**src/rtl/eva_intr_collector.sv**
```systemverilog
// rtl/eva_intr_collector.sv - interrupt collector with timestamped event queue
module eva_intr_fifo #(
    parameter int W     = 8,
    parameter int DEPTH = 8
) (
    input  logic                       clk,
    input  logic                       rst,
    input  logic                       wr_en,
    input  logic [W-1:0]               wr_data,
    input  logic                       rd_en,
    output logic [W-1:0]               rd_data,
    output logic [$clog2(DEPTH):0]     count
);
    localparam int AW = $clog2(DEPTH);

    logic [W-1:0]  mem [DEPTH];
    logic [AW-1:0] wr_ptr;
    logic [AW-1:0] rd_ptr;

    // Head entry is presented combinationally (first-word fall-through)
    assign rd_data = mem[rd_ptr];

    // Entry storage; contents are only meaningful while count is nonzero
    always_ff @(posedge clk) begin
        if (wr_en) begin
            mem[wr_ptr] <= wr_data;
        end
    end

    // Pointers and occupancy; pointers wrap naturally since DEPTH is a power of two
    always_ff @(posedge clk or posedge rst) begin
        if (rst) begin
            wr_ptr <= '0;
            rd_ptr <= '0;
            count  <= '0;
        end else begin
            if (wr_en) begin
                wr_ptr <= wr_ptr + 1'b1;
            end
            if (rd_en) begin
                rd_ptr <= rd_ptr + 1'b1;
            end
            case ({wr_en, rd_en})
                2'b10:   count <= count + 1'b1;
                2'b01:   count <= count - 1'b1;
                default: count <= count;
            endcase
        end
    end
endmodule

module eva_intr_collector #(
    parameter int INTR_W     = 32,
    parameter int FIFO_DEPTH = 8,
    parameter int TS_W       = 32,
    parameter int DCNT_W     = 16
) (
    input  logic                          clk,
    input  logic                          rst,
    input  logic [INTR_W-1:0]             intr_in,
    input  logic [INTR_W-1:0]             edge_mode,
    input  logic [INTR_W-1:0]             intr_mask,
    output logic                          evt_valid,
    input  logic                          evt_ready,
    output logic [INTR_W-1:0]             evt_vec,
    output logic [TS_W-1:0]               evt_ts,
    output logic                          evt_ovf,
    output logic [DCNT_W-1:0]             drop_cnt,
    output logic [$clog2(FIFO_DEPTH):0]   fifo_level
);
    localparam int CW = $clog2(FIFO_DEPTH) + 1;
    localparam int EW = 1 + TS_W + INTR_W;

    logic [INTR_W-1:0] intr_ff;
    logic [INTR_W-1:0] inflight;
    logic [INTR_W-1:0] rise;
    logic [INTR_W-1:0] trig;
    logic [INTR_W-1:0] level_set;
    logic [INTR_W-1:0] pop_clr;
    logic [TS_W-1:0]   tick;
    logic              ovf_pend;
    logic              push;
    logic              push_ok;
    logic              drop;
    logic              pop;
    logic              full;
    logic [CW-1:0]     count;
    logic [EW-1:0]     wr_data;
    logic [EW-1:0]     head;
    logic [EW-1:0]     head_hold;

    assign rise    = intr_in & ~intr_ff;
    assign trig    = ~intr_mask & ((edge_mode & rise) | (~edge_mode & intr_in & ~inflight));
    assign push    = |trig;
    // Full is judged on the registered count, so a same-cycle pop never rescues a push
    assign full    = (count == CW'(FIFO_DEPTH));
    assign push_ok = push & ~full;
    assign drop    = push & full;
    assign pop     = evt_valid & evt_ready;
    assign wr_data = {ovf_pend, tick, trig};

    assign level_set = push_ok ? (trig & ~edge_mode) : '0;
    assign pop_clr   = pop ? head[INTR_W-1:0] : '0;

    assign evt_valid  = (count != '0);
    assign fifo_level = count;
    assign {evt_ovf, evt_ts, evt_vec} = evt_valid ? head : head_hold;

    eva_intr_fifo #(
        .W     (EW),
        .DEPTH (FIFO_DEPTH)
    ) u_fifo (
        .clk     (clk),
        .rst     (rst),
        .wr_en   (push_ok),
        .wr_data (wr_data),
        .rd_en   (pop),
        .rd_data (head),
        .count   (count)
    );

    // Input history, free-running timestamp and level-line outstanding flags
    always_ff @(posedge clk or posedge rst) begin
        if (rst) begin
            intr_ff  <= '0;
            tick     <= '0;
            inflight <= '0;
        end else begin
            intr_ff  <= intr_in;
            tick     <= tick + 1'b1;
            // A fresh push of a level line wins over a pop clearing the same bit
            inflight <= (inflight & ~pop_clr) | level_set;
        end
    end

    // Overflow flag for the next stored entry and saturating drop counter
    always_ff @(posedge clk or posedge rst) begin
        if (rst) begin
            ovf_pend <= 1'b0;
            drop_cnt <= '0;
        end else begin
            if (drop) begin
                ovf_pend <= 1'b1;
                if (drop_cnt != {DCNT_W{1'b1}}) begin
                    drop_cnt <= drop_cnt + 1'b1;
                end
            end else if (push_ok) begin
                ovf_pend <= 1'b0;
            end
        end
    end

    // Keep the last visible head so outputs hold steady once the queue empties
    always_ff @(posedge clk or posedge rst) begin
        if (rst) begin
            head_hold <= '0;
        end else if (evt_valid) begin
            head_hold <= head;
        end
    end
endmodule
```
**config.mk**
```make
export PLATFORM = sky130hd
export DESIGN_NAME = eva_intr_collector
export DESIGN_NICKNAME = d
export VERILOG_FILES = /design/src/rtl/eva_intr_collector.sv
export SDC_FILE = /design/constraint.sdc
export NUM_CORES = 1
export LEC_CHECK = 0
export CORE_MARGIN = 2
export CORE_UTILIZATION = 55
export DETAILED_ROUTE_END_ITERATION = 8
export PLACE_DENSITY_LB_ADDON = 0.3
export SETUP_SLACK_MARGIN = 0.15
export SLEW_MARGIN = 30
export SYNTH_ARGS = -nofsm -noshare
export SYNTH_HDL_FRONTEND = slang
export SYNTH_SLANG_ARGS = --single-unit
```
**constraint.sdc**
```tcl
create_clock -name clk -period 8.9 [get_ports clk]
set_clock_uncertainty 0.05 [all_clocks]
set_input_delay 0.89 -clock clk [delete_from_list [all_inputs] [get_ports clk]]
set_output_delay 0.89 -clock clk [all_outputs]
set_load 0.02 [all_outputs]
```
# Word-level counts from Yosys, hierarchy flattened
# Memories as Yosys holds them, arrays and structs flattened.
# Cells that the tools add are included.
# Widths: inputs -> output; s select.
# word_totals
reg_bits	188
ramBits	520
input_bits	99
output_inout_bits	86
elab_cells	51
memories	1
# classes
n_addsub	6
eq_ne	4
n_mux	8
n_bitwise	18
reduce_logical	5
# mem_list
memory	words	width	read_ports	rd_clocked_by_memory_dff	write_ports	line	rtl
u_fifo.mem	8	65	1	0	1	16	logic [W-1:0] mem [DEPTH];
# op_table
operator	count
$and 32x32->32	7
$not 32->32	5
$mux 65	1
$mux 32	2
$or 32x32->32	2
$add 32x1->32 const B	1
$reduce_or 32->1	1
$add 16x1->16 const B	1
$ne 16x16->1 const B	1
$pmux 4 s2	1
$add 3x1->3 const B	2
$add 4x1->4 const B	1
$eq 4x4->1 const B	1
$mux 1	4
$reduce_bool 2->1	2
$reduce_bool 4->1	1
$sub 4x1->4 const B	1
$and 1x1->1	3
$eq 2x1->1 const B	1
$eq 2x2->1 const B	1
$reduce_and 2->1	1
$not 1->1	1

# Longest topological paths before layout
# logic_depth
word_depth	9
ltp_mapped	15
depth_no_buf	12

# Cells and area by module
# A second synthesis with hierarchy kept.
# hier_totals
hier_cells	1446
hier_area_um2	27839.2
# modules_own_cells
mod	instances	cells_per_inst	area_per_inst_um2	seq_area_each_um2
eva_intr_fifo	1	810	20098.0	15865.2
eva_intr_collector	1	636	7741.2	4454.3

# Worst setup path before layout
# No wires, ideal clock.
# synth_path
path_kind	input-to-reg
startpoint	input intr_mask[7]
endpoint	memory u_fifo.mem[5][0] (netlist bit), enable pin
setup_time_ps	568
arrival_ps	6578
t_required_ps	8282
setup_slack_ps	1704
cell_stages	9
path_buffers	3
path_cell_list	nand2b_1 o32ai_1 nor4_1 and4_1 buf_6 nand2b_4 buf_6 buf_6 nor3_1
# synth_via
elab_chain_len	6
# synth_lines
item	line	rtl
start, declared	62	input logic [INTR_W-1:0] intr_mask,
$not 32->32	93	assign trig = ~intr_mask & ((edge_mode & rise) | (~edge_mode & intr_in & ~inflight));
$and 32x32->32	93	
$reduce_or 32->1	94	assign push = |trig;
$and 1x1->1	97	assign push_ok = push & ~full;
$mux 1	25	if (wr_en) begin
$mux 1 (not written as such)	26	mem[wr_ptr] <= wr_data;
end, declared	16	
# Every way passes these cells.

# Worst setup path after layout
# layout_path
startpoint	input edge_mode[6]
endpoint	register u_fifo.count[3]
# layout_via
elab_chain_len	9
word_cells_on_any_way	12
classes_between	2 x eq/ne; 1 x mux; 7 x bitwise; 2 x reduce/logical
# layout_lines
item	line	rtl
start, declared	61	input logic [INTR_W-1:0] edge_mode,
$not 32->32	93	
$and 32x32->32 (2 in a row)	93	
$or 32x32->32 *	93	
$and 32x32->32 *	93	
$reduce_or 32->1 *	94	
$and 1x1->1 *	97	
$eq 2x1->1 / $eq 2x2->1 (equally long branches)	43	case ({wr_en, rd_en})
$pmux 4 s2 / $reduce_bool 2->1 (equally long branches)	--	
end signal, assigned	44	2'b10: count <= count + 1'b1;
end signal, assigned	45	2'b01: count <= count - 1'b1;
end signal, assigned	46	default: count <= count;
end, declared	12	output logic [$clog2(DEPTH):0] count
# Every way passes the cells marked *; elsewhere a longest branch is shown, timed or not.
# A chain may end at the register's enable or synchronous reset.

==> summary.txt <==
Hold path
  – Hold path start: inflight[5]$_DFF_PP0_
  – Min-Delay Endpoint: inflight[5]$_DFF_PP0_
  – Hold path cells: 1
  – HP Class: register to register

Clock tree
  – Worst-path clk slew: 60 ps
  – TritonCTS Sinks: 708
  – H-tree level count: 3
  – # hold bufs at CTS: 0
  – Post-CTS Setup Inserts: 0
  – Clock Tree Buf Depth: 3
  – CTS root buf: clkbuf_16
  – CTS buffer count: 74
  – Post-cts resize count: 0
  – CTS tree: done
  – Clk_lat worst skew: 600 ps

Finish
  – Most frequent cells in the layout: 520 x edfxtp_1, 185 x dfrtp_1, 184 x clkdlybuf4s50_1
  – FILL cells: 3358
  – Nets: 1804
  – Final instance area: 32800 um^2
  – Antenna cells: 0
  – Layout cell share with drive strength beyond 1: 0.189
  – Commonest non-fill, non-tap cell in the layout: edfxtp_1
  – Layout overhead on the synthesized area: 18.6%

Status
  – Status: finished, final reports clean

Global route
  – Initial antenna violation count: 0
  – Global route overflow: 0
  – Global-route wire length before repair: 89.7 mm
  – Largest net degree at the start of global routing: 69
  – GRT Total Usage: 0.226
  – Vias in the first global route: 15.1k

Route
  – Via count: 14.3k
  – Vias per cell: 5.87
  – Post-Route WL: 57.4 mm
  – Routed Antenna Nets: 0
  – DRC: 0
  – 1st-iter DRT viols: 1225
  – Post-DR wirelength/cell: 23.6 um
  – Pre-Repair DR Iteration Count: 7

Critical path
  – R2R Path Start: inflight[6]$_DFF_PP0_
  – Worst EP required: 9330 ps
  – WS Path Type: input pin to register
  – FF-to-FF End: u_fifo.count[3]$_DFFE_PP0P_
  – R2R depth: 12
  – FF-to-FF setup slack: 4410 ps
  – CP arrival: 5380 ps
  – Worst Path Max Fanout: 43
  – Crit path launch type: input pin
  – Crit. End Element: register

STA
  – Setup repair after global routing missed its margin: false
  – Fmax: 202 MHz
  – Worst-Margin Slew: 1010 ps
  – Final Hold Fails: 0
  – Final worst setup slack: 3950 ps
  – Max_slew headroom: 0.323
  – Fin Setup TNS: 0 ps
  – Crit share post-route: 0.557
  – Max-slew violations: 0
  – Final Setup Violations: 0
  – Final min period: 4950 ps

Synth
  – Area of the mapped netlist: 27600 um^2
  – Synthesized flop and latch total: 708
  – Ys async rst share: 0.266
  – Number of synthesized flops with an enable pin: 520
  – Avg Inst Size Synth: 18.7 um^2
  – Synth area leaders: edfxtp_1 56%, dfrtp_1 17%, mux4_2 11%
  – Area fraction of the dominant cell type after synthesis: 0.565
  – Syn nets: 1583
  – Mapped Cells: 1476
  – Distinct cells, synth: 43
  – Ys flop type: edfxtp_1
  – Yosys warning count: 0
  – Area leader, netlist: edfxtp_1
  – Register area share after synthesis: 0.735

Die
  – Initial core utilization: 0.554
  – I/O Pins: 185
  – Die W: 228 um
  – Core region area: 49900 um^2
  – DIE AREA: 52100 um^2
  – Vert. Die Dim: 228 um
  – Cell row count: 82

Place
  – Post-DP HPWL: 32.1 mm
  – Placed inst area: 30300 um^2
  – Port Buf Inserts: 184
  – Pre-CTS WS: 3280 ps
  – Routability Congestion: 0.806

Power
  – Leak: 11.7 nW
  – Pwr/cell area: 370 nW/um^2
  – Maximum VDD drop: 0.000273 V

Run
  – Max_cap viols: 0
critical path, stage by stage:
cell	delay, ps
clkdlybuf4s50_1	560
and2_1	190
o32ai_1	140
nor4_1	540
and4_1	870
nand2b_4	900
ha_1	340
ha_1	240
a21o_1	170
a21oi_1	170
xnor2_1	140
nor2_1	70
xor2_1	140
synthesized netlist by cell type, types with 2 or more instances:
master    number
edfxtp_1     520
nor4_1         9
mux4_2       130
nor3_1        24
and3_1         9
mux2i_1       66
xnor2_1       30
nand2b_1      32
mux2_2         4
nand3_1       19
ha_1           7
nor4_2         4
and2_1        17
nand4_1        7
buf_2         17
and4_1         6
inv_1          9
nor4b_2        3
buf_6          7
nor2b_1       16
dfrtp_1      188
clkbuf_1      25
o32ai_1       16
mux2_1        11
nor2_1        56
o41ai_1        2
nand2_1       55
o21ai_0       67
buf_1         19
xor2_1        23
mux2_4         4
a21oi_1       33
nor4b_1        2
o41ai_2       30
sequential cells by signal (all words and copies together) (netlist names):
| register | flops |
|---|---|
| intr_ff | 32 |
| drop_cnt | 16 |
| tick | 32 |
| u_fifo.wr_ptr | 3 |
| inflight | 32 |
| u_fifo.rd_ptr | 3 |
| head_hold | 65 |
| ovf_pend | 1 |
| u_fifo.mem | 520 |
| u_fifo.count | 4 |
report_power, final:
group | leakage (nW) | total, mW | internal, mW | switching [mW]
registers | 7.15 | 4.95 | 4.59 | 0.358
clock network | 1.19 | 3.04 | 1.82 | 1.22
logic | 3.34 | 4.15 | 1.81 | 2.34
how the worst max path moves through the flow:
| stage | start | to | slack, ps | cells past startpoint |
|---|---|---|---|---|
| floorplan | intr_mask[7] | u_fifo.mem[5][0]$_DFFE_PP_ | 1700 | 9 |
| global placement | edge_mode[6] | u_fifo.count[3]$_DFFE_PP0P_ | 3390 | 13 |
| detailed placement | edge_mode[6] | u_fifo.count[3]$_DFFE_PP0P_ | 3280 | 13 |
| CTS | u_fifo.rd_ptr[0]$_DFFE_PP0P_ | evt_ts[6] | 3800 | 7 |
| global route | u_fifo.rd_ptr[0]$_DFFE_PP0P_ | evt_ts[6] | 3630 | 7 |
| finish | edge_mode[6] | u_fifo.count[3]$_DFFE_PP0P_ | 3950 | 13 |
cell families after synthesis:
logic type,Yosys count,synth area share
compound gates,149,0.0417
xor+xnor,53,0.0168
fa+ha+maj,8,0.00389
buf+inv,78,0.0133
flops,708,0.735
mux,215,0.138
simple gates,265,0.0513
through the flow:
stage | utilization | total power, mW | instances | hold slack [ps]
3_3_place_gp | 0.607 | 9.08 | 2291 | 406
4_1_cts | 0.657 | 12.3 | 2428 | 436
5_1_grt | 0.657 | 12.7 | 2428 | 458
2_1_floorplan | - | 7.57 | 1476 | 389
3_5_place_dp | 0.608 | 9.20 | 2293 | 428
6_report | 0.657 | 12.1 | 2428 | 436
per-layer routing:
| metal | track usage | wire, um |
|---|---|---|
| met3 | 0.0408 | 3160 |
| met1 | 0.317 | 24300 |
| met2 | 0.371 | 28800 |
| met4 | 0.0582 | 1110 |
| met5 | 0 | 0 |
cell type report:
| type | count | area, um^2 | area share |
|---|---|---|---|
| Clock buffer | 104 | 2130 | 0.0649 |
| Inverter | 10 | 45.0 | 0.00137 |
| Timing Repair Buffer | 213 | 2100 | 0.0639 |
| Sequential cell | 708 | 20300 | 0.620 |
| Multi-Input combinational cell | 690 | 7040 | 0.215 |
| Clock inverter | 31 | 302 | 0.00920 |
| Tap cell | 672 | 841 | 0.0256 |
No activity file was read; power rests on OpenSTA's default activity.
